File: config.mk
export PLATFORM = sky130hd
export DESIGN_NAME = hazard_unit_mc_flat
export DESIGN_NICKNAME = d
export VERILOG_FILES = /design/src/rtl/hazard_unit_mc_pkg.sv /design/src/rtl/hazard_unit_mc_if.sv /design/src/rtl/hazard_unit_mc_mc_scoreboard.sv /design/src/rtl/hazard_unit_mc.sv /design/src/flat_wrapper.sv
export SDC_FILE = /design/constraint.sdc
export NUM_CORES = 1
export LEC_CHECK = 0
export BUFFER_PORTS_ARGS = -buffer_cell sky130_fd_sc_hd__clkbuf_2
export CORE_AREA = 2 2 57 59
export CTS_BUF_LIST = sky130_fd_sc_hd__clkbuf_16
export DETAILED_ROUTE_END_ITERATION = 8
export DIE_AREA = 0 0 59 61
export HOLD_SLACK_MARGIN = 0.1
export PLACE_DENSITY = 0.76
export SYNTH_ARGS = -nofsm -noshare
export SYNTH_HDL_FRONTEND = slang
export SYNTH_HIERARCHICAL = 1
export SYNTH_SLANG_ARGS = --single-unit
File: constraint.sdc
create_clock -name clk -period 3.3 [get_ports clk]
set_input_delay 0.66 -clock clk [delete_from_list [all_inputs] [get_ports clk]]
set_output_delay 0.66 -clock clk [all_outputs]
set_load 0.02 [all_outputs]
File: src/rtl/hazard_unit_mc_pkg.sv
// Shared encodings for the RV32 hazard unit and the ID/EXE stages: instruction
// types, operand-forward selects and the multi-cycle unit state.
package hazard_unit_mc_pkg;

  typedef enum logic [2:0] {
    OPT_NONE  = 3'd0,
    OPT_ALU   = 3'd1,
    OPT_LOAD  = 3'd2,
    OPT_STORE = 3'd3,
    OPT_MC    = 3'd4
  } opt_e;

  typedef enum logic [1:0] {
    FWD_RF       = 2'd0,
    FWD_EXE_ALU  = 2'd1,
    FWD_MEM_ALU  = 2'd2,
    FWD_MEM_LOAD = 2'd3
  } fwd_e;

  typedef enum logic {
    MC_IDLE = 1'b0,
    MC_BUSY = 1'b1
  } mc_state_e;

  // Types whose EXE-stage result is not yet available to an ID-stage compare.
  function automatic logic is_alu_or_load(opt_e t);
    return (t == OPT_ALU) || (t == OPT_LOAD);
  endfunction

  // The youngest producer wins: EXE ALU, then MEM ALU, then MEM load data.
  function automatic fwd_e fwd_sel(logic m_exe, logic m_mem, opt_e opt_exe, opt_e opt_mem);
    if (m_exe && opt_exe == OPT_ALU)  return FWD_EXE_ALU;
    if (m_mem && opt_mem == OPT_ALU)  return FWD_MEM_ALU;
    if (m_mem && opt_mem == OPT_LOAD) return FWD_MEM_LOAD;
    return FWD_RF;
  endfunction

endpackage

File: src/rtl/hazard_unit_mc_if.sv
// ID-stage operand/type information in, pipeline control and forward selects out.
interface hazard_unit_mc_if #(
  parameter int REG_AW = 5
);
  logic              valid_ID;
  logic              branch_ID;
  logic              taken_ID;
  logic              rs1use_ID;
  logic              rs2use_ID;
  logic [REG_AW-1:0] rs1_ID;
  logic [REG_AW-1:0] rs2_ID;
  logic [REG_AW-1:0] rd_ID;
  logic [2:0]        optype_ID;
  logic [REG_AW-1:0] rd_EXE;
  logic [REG_AW-1:0] rd_MEM;
  logic [REG_AW-1:0] rs2_EXE;

  logic              PC_EN_IF;
  logic              reg_FD_stall;
  logic              reg_FD_flush;
  logic              reg_DE_flush;
  logic [1:0]        forward_ctrl_A;
  logic [1:0]        forward_ctrl_B;
  logic              forward_ctrl_ls;
  logic              fwd_br_A;
  logic              fwd_br_B;
  logic              mc_busy;
  logic [REG_AW-1:0] mc_rd;
  logic              mc_wb_EN;

  modport master (
    output valid_ID, branch_ID, taken_ID, rs1use_ID, rs2use_ID,
           rs1_ID, rs2_ID, rd_ID, optype_ID, rd_EXE, rd_MEM, rs2_EXE,
    input  PC_EN_IF, reg_FD_stall, reg_FD_flush, reg_DE_flush,
           forward_ctrl_A, forward_ctrl_B, forward_ctrl_ls,
           fwd_br_A, fwd_br_B, mc_busy, mc_rd, mc_wb_EN
  );

  modport slave (
    input  valid_ID, branch_ID, taken_ID, rs1use_ID, rs2use_ID,
           rs1_ID, rs2_ID, rd_ID, optype_ID, rd_EXE, rd_MEM, rs2_EXE,
    output PC_EN_IF, reg_FD_stall, reg_FD_flush, reg_DE_flush,
           forward_ctrl_A, forward_ctrl_B, forward_ctrl_ls,
           fwd_br_A, fwd_br_B, mc_busy, mc_rd, mc_wb_EN
  );
endinterface

File: src/rtl/hazard_unit_mc_mc_scoreboard.sv
// Busy scoreboard for the non-pipelined mul/div unit: tracks the one in-flight
// destination, counts down to its write-back pulse and reports ID conflicts.
module mc_scoreboard
  import hazard_unit_mc_pkg::*;
#(
  parameter int REG_AW = 5,
  parameter int MC_LAT = 8
) (
  input  logic              clk,
  input  logic              rst_n,
  input  logic              issue_mc_i,
  input  logic              mc_id_i,
  input  logic              rs1use_i,
  input  logic              rs2use_i,
  input  logic [REG_AW-1:0] rs1_i,
  input  logic [REG_AW-1:0] rs2_i,
  input  logic [REG_AW-1:0] rd_i,
  output logic              busy_o,
  output logic [REG_AW-1:0] rd_o,
  output logic              wb_en_o,
  output logic              raw_o,
  output logic              waw_o,
  output logic              struct_o
);
  localparam int CW = $clog2(MC_LAT + 1);

  mc_state_e         state_q, state_d;
  logic [CW-1:0]     cnt_q, cnt_d;
  logic [REG_AW-1:0] rd_q, rd_d;

  // NOTE: reset is synchronous, so it lives inside the clocked branch and
  // the state only clears on an edge where rst_n is low.
  // NOTE: sequential state uses non-blocking assignments so every register
  // samples pre-edge values regardless of process ordering.
  always_ff @(posedge clk) begin
    if (!rst_n) begin
      state_q <= MC_IDLE;
      cnt_q   <= '0;
      rd_q    <= '0;
    end else begin
      state_q <= state_d;
      cnt_q   <= cnt_d;
      rd_q    <= rd_d;
    end
  end

  // NOTE: every next-state signal is given its hold value first so no path
  // through the case leaves it unassigned and a latch cannot be inferred.
  always_comb begin
    state_d = state_q;
    cnt_d   = cnt_q;
    rd_d    = rd_q;
    case (state_q)
      MC_IDLE: if (issue_mc_i) begin
        state_d = MC_BUSY;
        cnt_d   = CW'(MC_LAT);
        rd_d    = rd_i;
      end
      MC_BUSY: begin
        cnt_d = cnt_q - CW'(1);
        if (cnt_q == CW'(1)) state_d = MC_IDLE;
      end
      default: state_d = MC_IDLE;
    endcase
  end

  assign busy_o   = (state_q == MC_BUSY);
  assign rd_o     = rd_q;
  assign wb_en_o  = busy_o && (cnt_q == CW'(1));
  // The write-back cycle still counts as busy, so dependents release one cycle later.
  assign raw_o    = busy_o && (rd_q != '0) &&
                    ((rs1use_i && rs1_i == rd_q) || (rs2use_i && rs2_i == rd_q));
  assign waw_o    = busy_o && (rd_i != '0) && (rd_i == rd_q);
  assign struct_o = busy_o && mc_id_i;

endmodule

File: src/rtl/hazard_unit_mc.sv
// Hazard and forwarding control beside the ID stage: load-use, ID-branch and
// mul/div stalls, EXE/branch/store-data forward selects and MC write-back.
module hazard_unit_mc
  import hazard_unit_mc_pkg::*;
#(
  parameter int REG_AW       = 5,
  parameter int MC_LAT       = 8,
  parameter int BRANCH_IN_ID = 1
) (
  input logic             clk,
  input logic             rst_n,
  hazard_unit_mc_if.slave hz
);
  opt_e opt_id, opt_exe_q, opt_exe_d, opt_mem_q;
  logic m1_exe, m2_exe, m1_mem, m2_mem;
  logic load_stall, br_stall, mc_stall, stall, issue, br_en;
  logic mc_raw, mc_waw, mc_struct;

  function automatic logic rs_match(logic use_b, logic [REG_AW-1:0] rs, logic [REG_AW-1:0] rd);
    return use_b && (rs == rd) && (rd != '0);
  endfunction

  assign opt_id = opt_e'(hz.optype_ID);
  assign m1_exe = rs_match(hz.rs1use_ID, hz.rs1_ID, hz.rd_EXE);
  assign m2_exe = rs_match(hz.rs2use_ID, hz.rs2_ID, hz.rd_EXE);
  assign m1_mem = rs_match(hz.rs1use_ID, hz.rs1_ID, hz.rd_MEM);
  assign m2_mem = rs_match(hz.rs2use_ID, hz.rs2_ID, hz.rd_MEM);

  // A store only needs rs2 in MEM, where the load data is bypassed instead.
  assign load_stall = (opt_exe_q == OPT_LOAD) &&
                      (m1_exe || (m2_exe && opt_id != OPT_STORE));
  assign br_en      = (BRANCH_IN_ID != 0) && hz.branch_ID;
  assign br_stall   = br_en &&
                      (((m1_exe || m2_exe) && is_alu_or_load(opt_exe_q)) ||
                       ((m1_mem || m2_mem) && opt_mem_q == OPT_LOAD));
  assign mc_stall   = mc_raw || mc_waw || mc_struct;
  assign stall      = hz.valid_ID && (load_stall || br_stall || mc_stall);
  assign issue      = hz.valid_ID && !stall;

  assign hz.PC_EN_IF     = !stall;
  assign hz.reg_FD_stall = stall;
  assign hz.reg_DE_flush = stall;
  assign hz.reg_FD_flush = hz.taken_ID && !stall;

  assign hz.forward_ctrl_A  = fwd_sel(m1_exe, m1_mem, opt_exe_q, opt_mem_q);
  assign hz.forward_ctrl_B  = fwd_sel(m2_exe, m2_mem, opt_exe_q, opt_mem_q);
  assign hz.forward_ctrl_ls = (hz.rs2_EXE == hz.rd_MEM) && (hz.rd_MEM != '0) &&
                              (opt_exe_q == OPT_STORE) && (opt_mem_q == OPT_LOAD);
  assign hz.fwd_br_A = (BRANCH_IN_ID != 0) && m1_mem && (opt_mem_q == OPT_ALU);
  assign hz.fwd_br_B = (BRANCH_IN_ID != 0) && m2_mem && (opt_mem_q == OPT_ALU);

  // MC results never use the forward network, so they travel down the pipe as NONE.
  always_comb begin
    opt_exe_d = OPT_NONE;
    if (issue && opt_id != OPT_MC) opt_exe_d = opt_id;
  end

  always_ff @(posedge clk) begin
    if (!rst_n) begin
      opt_exe_q <= OPT_NONE;
      opt_mem_q <= OPT_NONE;
    end else begin
      opt_exe_q <= opt_exe_d;
      opt_mem_q <= opt_exe_q;
    end
  end

  mc_scoreboard #(
    .REG_AW (REG_AW),
    .MC_LAT (MC_LAT)
  ) u_mc_scoreboard (
    .clk        (clk),
    .rst_n      (rst_n),
    .issue_mc_i (issue && opt_id == OPT_MC),
    .mc_id_i    (opt_id == OPT_MC),
    .rs1use_i   (hz.rs1use_ID),
    .rs2use_i   (hz.rs2use_ID),
    .rs1_i      (hz.rs1_ID),
    .rs2_i      (hz.rs2_ID),
    .rd_i       (hz.rd_ID),
    .busy_o     (hz.mc_busy),
    .rd_o       (hz.mc_rd),
    .wb_en_o    (hz.mc_wb_EN),
    .raw_o      (mc_raw),
    .waw_o      (mc_waw),
    .struct_o   (mc_struct)
  );

endmodule

File: src/flat_wrapper.sv
// flat-port wrapper written by rule: the top's interface ports become plain ports
module hazard_unit_mc_flat import hazard_unit_mc_pkg::*;
#(
  parameter int REG_AW       = 5,
  parameter int MC_LAT       = 8,
  parameter int BRANCH_IN_ID = 1
)
  (clk, rst_n, hz_valid_ID, hz_branch_ID, hz_taken_ID, hz_rs1use_ID, hz_rs2use_ID, hz_rs1_ID, hz_rs2_ID, hz_rd_ID, hz_optype_ID, hz_rd_EXE, hz_rd_MEM, hz_rs2_EXE, hz_PC_EN_IF, hz_reg_FD_stall, hz_reg_FD_flush, hz_reg_DE_flush, hz_forward_ctrl_A, hz_forward_ctrl_B, hz_forward_ctrl_ls, hz_fwd_br_A, hz_fwd_br_B, hz_mc_busy, hz_mc_rd, hz_mc_wb_EN);
  hazard_unit_mc_if #(.REG_AW(REG_AW)) hz_i ();
  input logic clk;
  input logic rst_n;
  input wire logic [$bits(hz_i.valid_ID)-1:0] hz_valid_ID;
  input wire logic [$bits(hz_i.branch_ID)-1:0] hz_branch_ID;
  input wire logic [$bits(hz_i.taken_ID)-1:0] hz_taken_ID;
  input wire logic [$bits(hz_i.rs1use_ID)-1:0] hz_rs1use_ID;
  input wire logic [$bits(hz_i.rs2use_ID)-1:0] hz_rs2use_ID;
  input wire logic [$bits(hz_i.rs1_ID)-1:0] hz_rs1_ID;
  input wire logic [$bits(hz_i.rs2_ID)-1:0] hz_rs2_ID;
  input wire logic [$bits(hz_i.rd_ID)-1:0] hz_rd_ID;
  input wire logic [$bits(hz_i.optype_ID)-1:0] hz_optype_ID;
  input wire logic [$bits(hz_i.rd_EXE)-1:0] hz_rd_EXE;
  input wire logic [$bits(hz_i.rd_MEM)-1:0] hz_rd_MEM;
  input wire logic [$bits(hz_i.rs2_EXE)-1:0] hz_rs2_EXE;
  output wire logic [$bits(hz_i.PC_EN_IF)-1:0] hz_PC_EN_IF;
  output wire logic [$bits(hz_i.reg_FD_stall)-1:0] hz_reg_FD_stall;
  output wire logic [$bits(hz_i.reg_FD_flush)-1:0] hz_reg_FD_flush;
  output wire logic [$bits(hz_i.reg_DE_flush)-1:0] hz_reg_DE_flush;
  output wire logic [$bits(hz_i.forward_ctrl_A)-1:0] hz_forward_ctrl_A;
  output wire logic [$bits(hz_i.forward_ctrl_B)-1:0] hz_forward_ctrl_B;
  output wire logic [$bits(hz_i.forward_ctrl_ls)-1:0] hz_forward_ctrl_ls;
  output wire logic [$bits(hz_i.fwd_br_A)-1:0] hz_fwd_br_A;
  output wire logic [$bits(hz_i.fwd_br_B)-1:0] hz_fwd_br_B;
  output wire logic [$bits(hz_i.mc_busy)-1:0] hz_mc_busy;
  output wire logic [$bits(hz_i.mc_rd)-1:0] hz_mc_rd;
  output wire logic [$bits(hz_i.mc_wb_EN)-1:0] hz_mc_wb_EN;
  assign hz_i.valid_ID = hz_valid_ID;
  assign hz_i.branch_ID = hz_branch_ID;
  assign hz_i.taken_ID = hz_taken_ID;
  assign hz_i.rs1use_ID = hz_rs1use_ID;
  assign hz_i.rs2use_ID = hz_rs2use_ID;
  assign hz_i.rs1_ID = hz_rs1_ID;
  assign hz_i.rs2_ID = hz_rs2_ID;
  assign hz_i.rd_ID = hz_rd_ID;
  assign hz_i.optype_ID = hz_optype_ID;
  assign hz_i.rd_EXE = hz_rd_EXE;
  assign hz_i.rd_MEM = hz_rd_MEM;
  assign hz_i.rs2_EXE = hz_rs2_EXE;
  assign hz_PC_EN_IF = hz_i.PC_EN_IF;
  assign hz_reg_FD_stall = hz_i.reg_FD_stall;
  assign hz_reg_FD_flush = hz_i.reg_FD_flush;
  assign hz_reg_DE_flush = hz_i.reg_DE_flush;
  assign hz_forward_ctrl_A = hz_i.forward_ctrl_A;
  assign hz_forward_ctrl_B = hz_i.forward_ctrl_B;
  assign hz_forward_ctrl_ls = hz_i.forward_ctrl_ls;
  assign hz_fwd_br_A = hz_i.fwd_br_A;
  assign hz_fwd_br_B = hz_i.fwd_br_B;
  assign hz_mc_busy = hz_i.mc_busy;
  assign hz_mc_rd = hz_i.mc_rd;
  assign hz_mc_wb_EN = hz_i.mc_wb_EN;
  hazard_unit_mc #(.REG_AW(REG_AW), .MC_LAT(MC_LAT), .BRANCH_IN_ID(BRANCH_IN_ID)) u_core (.clk(clk), .rst_n(rst_n), .hz(hz_i));
endmodule
==> results.sh, run 1 <==
export IMPL_peakVddDrop_mv=0.240
export IMPL_die_h_um=61
export IMPL_setup_violations=0
export IMPL_first_pass_iters=4
export IMPL_clock_latency_ns=0.25
export IMPL_grt_overflow=0
export IMPL_crit_path_max_fanout=4
export IMPL_drv_slew=0
export IMPL_r2r_slack_ns=0.48
export IMPL_whs_endpoint="u_core/opt_mem_q[2]"
export IMPL_worstSetupPathType="input port to output pin"
export IMPL_hold_class="flop to flop"
export IMPL_crit_path_end_kind="output pin"
export IMPL_syn_area_sq_mm=0.00133
export IMPL_fin_skew_ns=0.00431
export IMPL_stdcell_area_sq_mm=0.00174
export IMPL_routed_wl_mm=3.27
export IMPL_min_path_cells=1
export IMPL_hold_start="u_core/opt_exe_q[2]"
export IMPL_r2r_end="u_core/u_mc_scoreboard/cnt_q[2]"
export IMPL_rsz0062_at_grt="no"
export IMPL_async_flop_share=0
export IMPL_syn_area_per_cell_sq_um=8.21
export IMPL_whs_ns=0.492
export IMPL_dp_slack_ns=0.186
export IMPL_post_cts_setup_buffers=0
export IMPL_tns_ns=0
export IMPL_dpl_instance_area_sq_mm=0.00165
export IMPL_power_density_mw_per_mm2=324
export IMPL_die_area_sq_mm=0.00360
export IMPL_max_slew_margin=0.696
export IMPL_diodes=0
export IMPL_drc_errors=0
export IMPL_area_growth_pct=30.8
export IMPL_wire_per_inst_um=12.8
export IMPL_worst_ep_required_time_ns=2.64
export IMPL_start_util=0.450
export IMPL_final_util=0.589
export IMPL_clk_pin_slew_ns=0.05
export IMPL_drt_iter0_drc=60
export IMPL_viasPerCell=5.15
export IMPL_port_buffers=57
export IMPL_setup_ws_ns=0.211
export IMPL_placementRows=20
export IMPL_status="completed"
export IMPL_synthTopCellsByCount="23 x xor2_1, 17 x xnor2_1, 16 x dfxtp_1"
export IMPL_grt_pass1_vias=1223
export IMPL_worst_pin_slew_ns=0.456
export IMPL_synth_top_area_frac=0.241
export IMPL_maxCapViolations=0
export IMPL_grt_use_total=0.192
export IMPL_yosysUniqueCellTypes=36
export IMPL_hpwl_mm=2.66
export IMPL_cts_buffers=3
export IMPL_pin_count=58
export IMPL_synth_area_leaders="dfxtp_1 24%, xor2_1 15%, xnor2_1 11%, nor2b_1 5.2%, mux2i_1 4.5%"
export IMPL_hold_viol_final=0
export IMPL_syn_nets=204
export IMPL_p_leak_nw=0.782
export IMPL_gp_congestion=0.838
export IMPL_vias=1312
export IMPL_period_needed_ns=3.09
export IMPL_cts_sinks=16
export IMPL_grt_pass1_wl_mm=5.27
export IMPL_synthCells=162
export IMPL_clock_path_buffers=2
export IMPL_clock_fmax_mhz=324
export IMPL_worstPathArrival_ns=2.43
export IMPL_ys_seq_area_frac=0.241
export IMPL_grt_max_degree=15
export IMPL_yosys_warnings=6
export IMPL_total_power_mw=0.564
export IMPL_place_inst=251
export IMPL_clockRootBuffer="clkbuf_16"
export IMPL_synth_edff_count=0
export IMPL_ys_seq_elements=16
export IMPL_cts_resized=0
export IMPL_fin_crit_sh=0.936
export IMPL_r2r_start="u_core/u_mc_scoreboard/rd_o[1]"
export IMPL_drive_gt1_frac=0.297
export IMPL_stdcell_count=255
export IMPL_reg2regPathDepth=12
export IMPL_cts_tree="built"
export IMPL_synth_flop_cell="dfxtp_1"
export IMPL_die_x_um=59
export IMPL_core_sq_mm=0.00295
export IMPL_postCtsHoldBufs=0
export IMPL_nNetsFinal=265
export IMPL_crit_path_start_kind="input port"
export IMPL_postRouteAntennaNets=0
export IMPL_htreeDepth=1
export IMPL_synth_top_cell_by_area="dfxtp_1"
export IMPL_antenna_found_initial=0
export IMPL_synth_most_common_cell="xor2_1"
-- worst max path at each step --
stage | end | startpoint | slack [ns] | cells after the start
final | hz_reg_FD_flush | hz_rd_ID[0] | 0.21 | 10
after global routing | hz_reg_FD_flush | u_core/u_mc_scoreboard/rd_o[1] | 0.07 | 8
after CTS | hz_reg_FD_flush | u_core/u_mc_scoreboard/rd_o[1] | 0.17 | 8
after detailed placement | hz_reg_FD_flush | hz_rd_ID[0] | 0.19 | 10
after global placement | hz_reg_FD_flush | hz_rd_ID[0] | 0.25 | 10
after floorplan | hz_reg_FD_flush | hz_rd_ID[0] | 0.27 | 8
-- routing by layer --
| layer | GRT usage | wire, um | vias up |
|---|---|---|---|
| met1 | 0.254 | 1580 | 572 |
| met2 | 0.302 | 1410 | 47 |
| met3 | 0.0384 | 217 | 7 |
| met5 | 0 | 0 | - |
| met4 | 0.0909 | 72 | 0 |
| li1 | - | - | 686 |
-- critical path, cell delays in order --
cell and delay (ns):
clkbuf_2 0.11, nor4_1 0.30, nor3_1 0.07, a21oi_1 0.12, nor3_1 0.06, or3_1 0.38
a31oi_2 0.18, nand4_2 0.14, a21boi_0 0.20, clkbuf_2 0.19
-- cell usage in the layout, fill, tap and decap left out, types with 2 or more instances in the layout --
master      n
o21ai_0     4
nor2b_1    11
nand3b_1    2
ha_1        2
clkbuf_16   3
nor2_1      7
nor4_1      5
xor2_1     23
nand4_1     3
a21oi_1     4
nand2_1     6
mux2i_1     6
nor3b_1     5
clkbuf_2   57
xnor2_1    17
inv_1       6
nand3_1     9
nor3_1      9
dfxtp_1    16
and2_1      6
and3_1      2
buf_4       2
-- registers in the layout, indices dropped and copies added, names as in the netlist --
register,count
u_core/opt_mem_q,3
u_core/u_mc_scoreboard/rd_o,5
u_core/u_mc_scoreboard/busy_o,1
u_core/opt_exe_q,3
u_core/u_mc_scoreboard/cnt_q,4
-- logic make-up (layout without fill, tap and decap cells) --
logic type               count (synthesis)  count (layout)  share of synthesized area
AO/OA/AOI/OAI                           18              18                     0.0866
XOR/XNOR                                40              40                      0.263
adder cells (fa/ha/maj)                  2               2                     0.0188
buffers and inverters                    9              69                     0.0301
flip-flops                              16              16                      0.241
multiplexers                             7               7                     0.0536
AND/OR/NAND/NOR                         70              70                      0.307
-- layout make-up --
cell class	count	area (sq um)
repair buffers	59	300
inverters	6	22.5
fillers	294	1210
flip-flops and latches	16	320
clock inverters	1	3.75
multi-input cells	137	976
well taps	33	41.3
clock buffers	3	75.1
-- power by group --
part | leakage [nW] | internal (mW) | total (mW) | switching, mW
combinational | 0.614 | 0.0582 | 0.121 | 0.0626
sequential | 0.130 | 0.200 | 0.209 | 0.00820
clock | 0.0385 | 0.161 | 0.234 | 0.0737
total | 0.782 | 0.419 | 0.564 | 0.144
Note: power is estimated with default switching activity, not from simulation.
==> run 2: changes to the inputs <==
--- a/config.mk
+++ b/config.mk
@@ -6,12 +6,13 @@
 export NUM_CORES = 1
 export LEC_CHECK = 0
 export BUFFER_PORTS_ARGS = -buffer_cell sky130_fd_sc_hd__clkbuf_2
-export CORE_AREA = 2 2 57 59
-export CTS_BUF_LIST = sky130_fd_sc_hd__clkbuf_16
+export CORE_AREA = 2 2 56 58
+export CTS_BUF_LIST = sky130_fd_sc_hd__clkbuf_2
 export DETAILED_ROUTE_END_ITERATION = 8
-export DIE_AREA = 0 0 59 61
+export DIE_AREA = 0 0 58 60
 export HOLD_SLACK_MARGIN = 0.1
-export PLACE_DENSITY = 0.76
+export PLACE_DENSITY = 0.79
+export REMOVE_ABC_BUFFERS = 1
 export SYNTH_ARGS = -nofsm -noshare
 export SYNTH_HDL_FRONTEND = slang
 export SYNTH_HIERARCHICAL = 1
==> constraint.sdc (replaced) <==
create_clock -name clk -period 3.3 [get_ports clk]
set_input_delay 0.66 -clock clk [delete_from_list [all_inputs] [get_ports clk]]
set_output_delay 0.66 -clock clk [all_outputs]
set_load 0.05 [all_outputs]
==> run 2 against run 1 <==
  * Clock-buffer cell count unchanged
  * Final cell count up 1.6%
  * Cell area down 0.94%
  * Routed wire length shrank 3.5%
  * Worst setup slack got worse by 0.055 ns
  * Hold slack better by 0.014 ns
  * Register-to-register slack better by 0.03 ns
  * Non-clock buffer count grew 4
  * Die area shrank 3.3%
  * Critical path type is now flop to output pin
  * Largest cell class unchanged
  * Highest routed layer unchanged
==> results.sh, run 2 (synthesized netlist as in run 1, its figures left out) <==
export IMPL_status="completed"
export IMPL_crit_path_max_fanout=4
export IMPL_critPathSlowestCell="or4_1"
export IMPL_area_sequential_sq_um=329
export IMPL_grt_pass1_vias=1123
export IMPL_whs_ns=0.506
export IMPL_viasPerCell=5.22
export IMPL_worst_pin_slew_ns=0.490
export IMPL_crit_path_end_kind="output pin"
export IMPL_die_area_sq_mm=0.00348
export IMPL_drc_errors=0
export IMPL_cts_sinks=16
export IMPL_postRouteAntennaNets=0
export IMPL_diodes=0
export IMPL_largest_register_ffs=5
export IMPL_hold_class="flop to flop"
export IMPL_final_common_cell="clkbuf_2"
export IMPL_antenna_found_initial=0
export IMPL_dp_slack_ns=0.0441
export IMPL_clock_fmax_mhz=318
export IMPL_gp_congestion=0.872
export IMPL_layout_common_cells="57 x clkbuf_2, 23 x xor2_1, 17 x xnor2_1, 13 x dfxtp_1, 11 x nor2b_1"
export IMPL_cp_top_family="simple AND/OR/NAND/NOR gates"
export IMPL_setup_ws_ns=0.156
export IMPL_routed_wl_mm=3.16
export IMPL_clock_path_buffers=2
export IMPL_crit_path_max_incr_delay_ns=0.52
export IMPL_start_util=0.458
export IMPL_multi_input_area_sq_um=976
export IMPL_pin_count=58
export IMPL_die_h_um=60
export IMPL_hold_viol_final=0
export IMPL_fin_crit_sh=0.953
export IMPL_grt_pass1_wl_mm=4.84
export IMPL_crit_chain="or4_1, o21ai_1, a21oi_1, or3_1, a31oi_2, nand4_2, and2_1, clkbuf_4"
export IMPL_cts_tree="built"
export IMPL_vias=1352
export IMPL_period_needed_ns=3.14
export IMPL_setup_violations=0
export IMPL_hpwl_mm=2.52
export IMPL_peakVddDrop_mv=0.240
export IMPL_rsz0062_at_grt="no"
export IMPL_die_x_um=58
export IMPL_core_sq_mm=0.00290
export IMPL_p_leak_nw=0.784
export IMPL_grt_max_degree=15
export IMPL_drt_iter0_drc=56
export IMPL_dpl_instance_area_sq_mm=0.00165
export IMPL_crit_path_start_kind="flop"
export IMPL_worst_ep_required_time_ns=2.64
export IMPL_num_fill_cells=295
export IMPL_area_growth_pct=29.5
export IMPL_power_density_mw_per_mm2=246
export IMPL_worstPathArrival_ns=2.48
export IMPL_clk_pin_slew_ns=0.16
export IMPL_max_slew_margin=0.671
export IMPL_htreeDepth=1
export IMPL_cp_num_buf_inv=1
export IMPL_clockRootBuffer="clkbuf_2"
export IMPL_cts_buffers=3
export IMPL_maxCapViolations=0
export IMPL_drive_gt1_frac=0.323
export IMPL_wire_per_inst_um=12.2
export IMPL_fin_skew_ns=0.0157
export IMPL_postCtsHoldBufs=0
export IMPL_drv_slew=0
export IMPL_grt_use_total=0.179
export IMPL_port_buffers=57
export IMPL_first_pass_iters=4
export IMPL_placementRows=20
export IMPL_worstSetupPathType="flop to output pin"
export IMPL_clock_latency_ns=0.29
export IMPL_grt_overflow=0
export IMPL_nNetsFinal=269
export IMPL_stdcell_area_sq_mm=0.00172
==> run 2: cell types whose count changed in the layout (fill, tap and decap cells not counted) <==
| cell | previous run | this run |
|---|---|---|
| a21boi_0 | 1 | 0 |
| a21boi_1 | 0 | 1 |
| buf_2 | 0 | 1 |
| buf_4 | 2 | 7 |
| clkbuf_16 | 3 | 0 |
| clkbuf_4 | 0 | 1 |
| dfxtp_1 | 16 | 13 |
| dfxtp_2 | 0 | 1 |
| dfxtp_4 | 0 | 2 |
==> run 2: worst paths after layout <==
| path | from | endpoint | slack (ns) | cells after the start |
|---|---|---|---|---|
| max | u_core/u_mc_scoreboard/rd_o[1] | hz_reg_DE_flush | 0.16 | 8 |
| min | u_core/opt_exe_q[2] | u_core/opt_mem_q[2] | 0.51 | 1 |
| max reg2reg | u_core/u_mc_scoreboard/rd_o[1] | u_core/u_mc_scoreboard/rd_o[4] | 0.51 | 12 |
| min reg2reg | u_core/opt_exe_q[2] | u_core/opt_mem_q[2] | 0.51 | 1 |
==> run 2: timing repair <==
action | in CTS | in global routing
setup buffers | 0 | 4
endpoints found under the hold margin | 0 | 0
pin swaps | 0 | 2
endpoints found under the setup margin | 1 | 4
gates resized for setup | 2 | 10
==> run 2: worst reg2reg max path, delay by kind of cell (launching register included) <==
kind / cells / cell delay (ns)
simple gates: 6 / 1.42
compound gates: 3 / 0.37
flops: 1 / 0.39
mux: 1 / 0.22
buf+inv: 2 / 0.32
==> run 2: layer usage <==
layer	wire length, um	track usage	vias to the layer above
met1	1480	0.248	612
li1	-	-	694
met4	10	0.0631	0
met2	1490	0.284	44
met3	180	0.0260	2
met5	0	0	-
==> run 2: cell type report <==
| cell class | instances | share of cell area |
|---|---|---|
| multi-input cells | 137 | 0.566 |
| well taps | 33 | 0.0240 |
| clock inverters | 1 | 0.00218 |
| clock buffers | 3 | 0.00871 |
| inverters | 6 | 0.0131 |
| repair buffers | 63 | 0.195 |
| flip-flops and latches | 16 | 0.191 |
==> run 2: power breakdown <==
group	switching, mW	internal (mW)	total, mW	leakage, nW
logic	0.0692	0.0600	0.129	0.638
registers	0.00762	0.199	0.206	0.132
clock network	0.0619	0.0263	0.0882	0.0140
total	0.139	0.285	0.424	0.784
==> run 2: metrics by stage <==
| step | setup TNS [ns] | total power, mW | instances | utilization |
|---|---|---|---|---|
| finish | 0 | 0.424 | 259 | 0.594 |
| global route | 0 | 0.454 | 259 | 0.594 |
| CTS | 0 | 0.426 | 255 | 0.578 |
| detailed placement | 0 | 0.337 | 251 | 0.570 |
| global placement | 0 | 0.336 | 251 | 0.570 |
| floorplan | -0.442 | 0.283 | 159 | - |
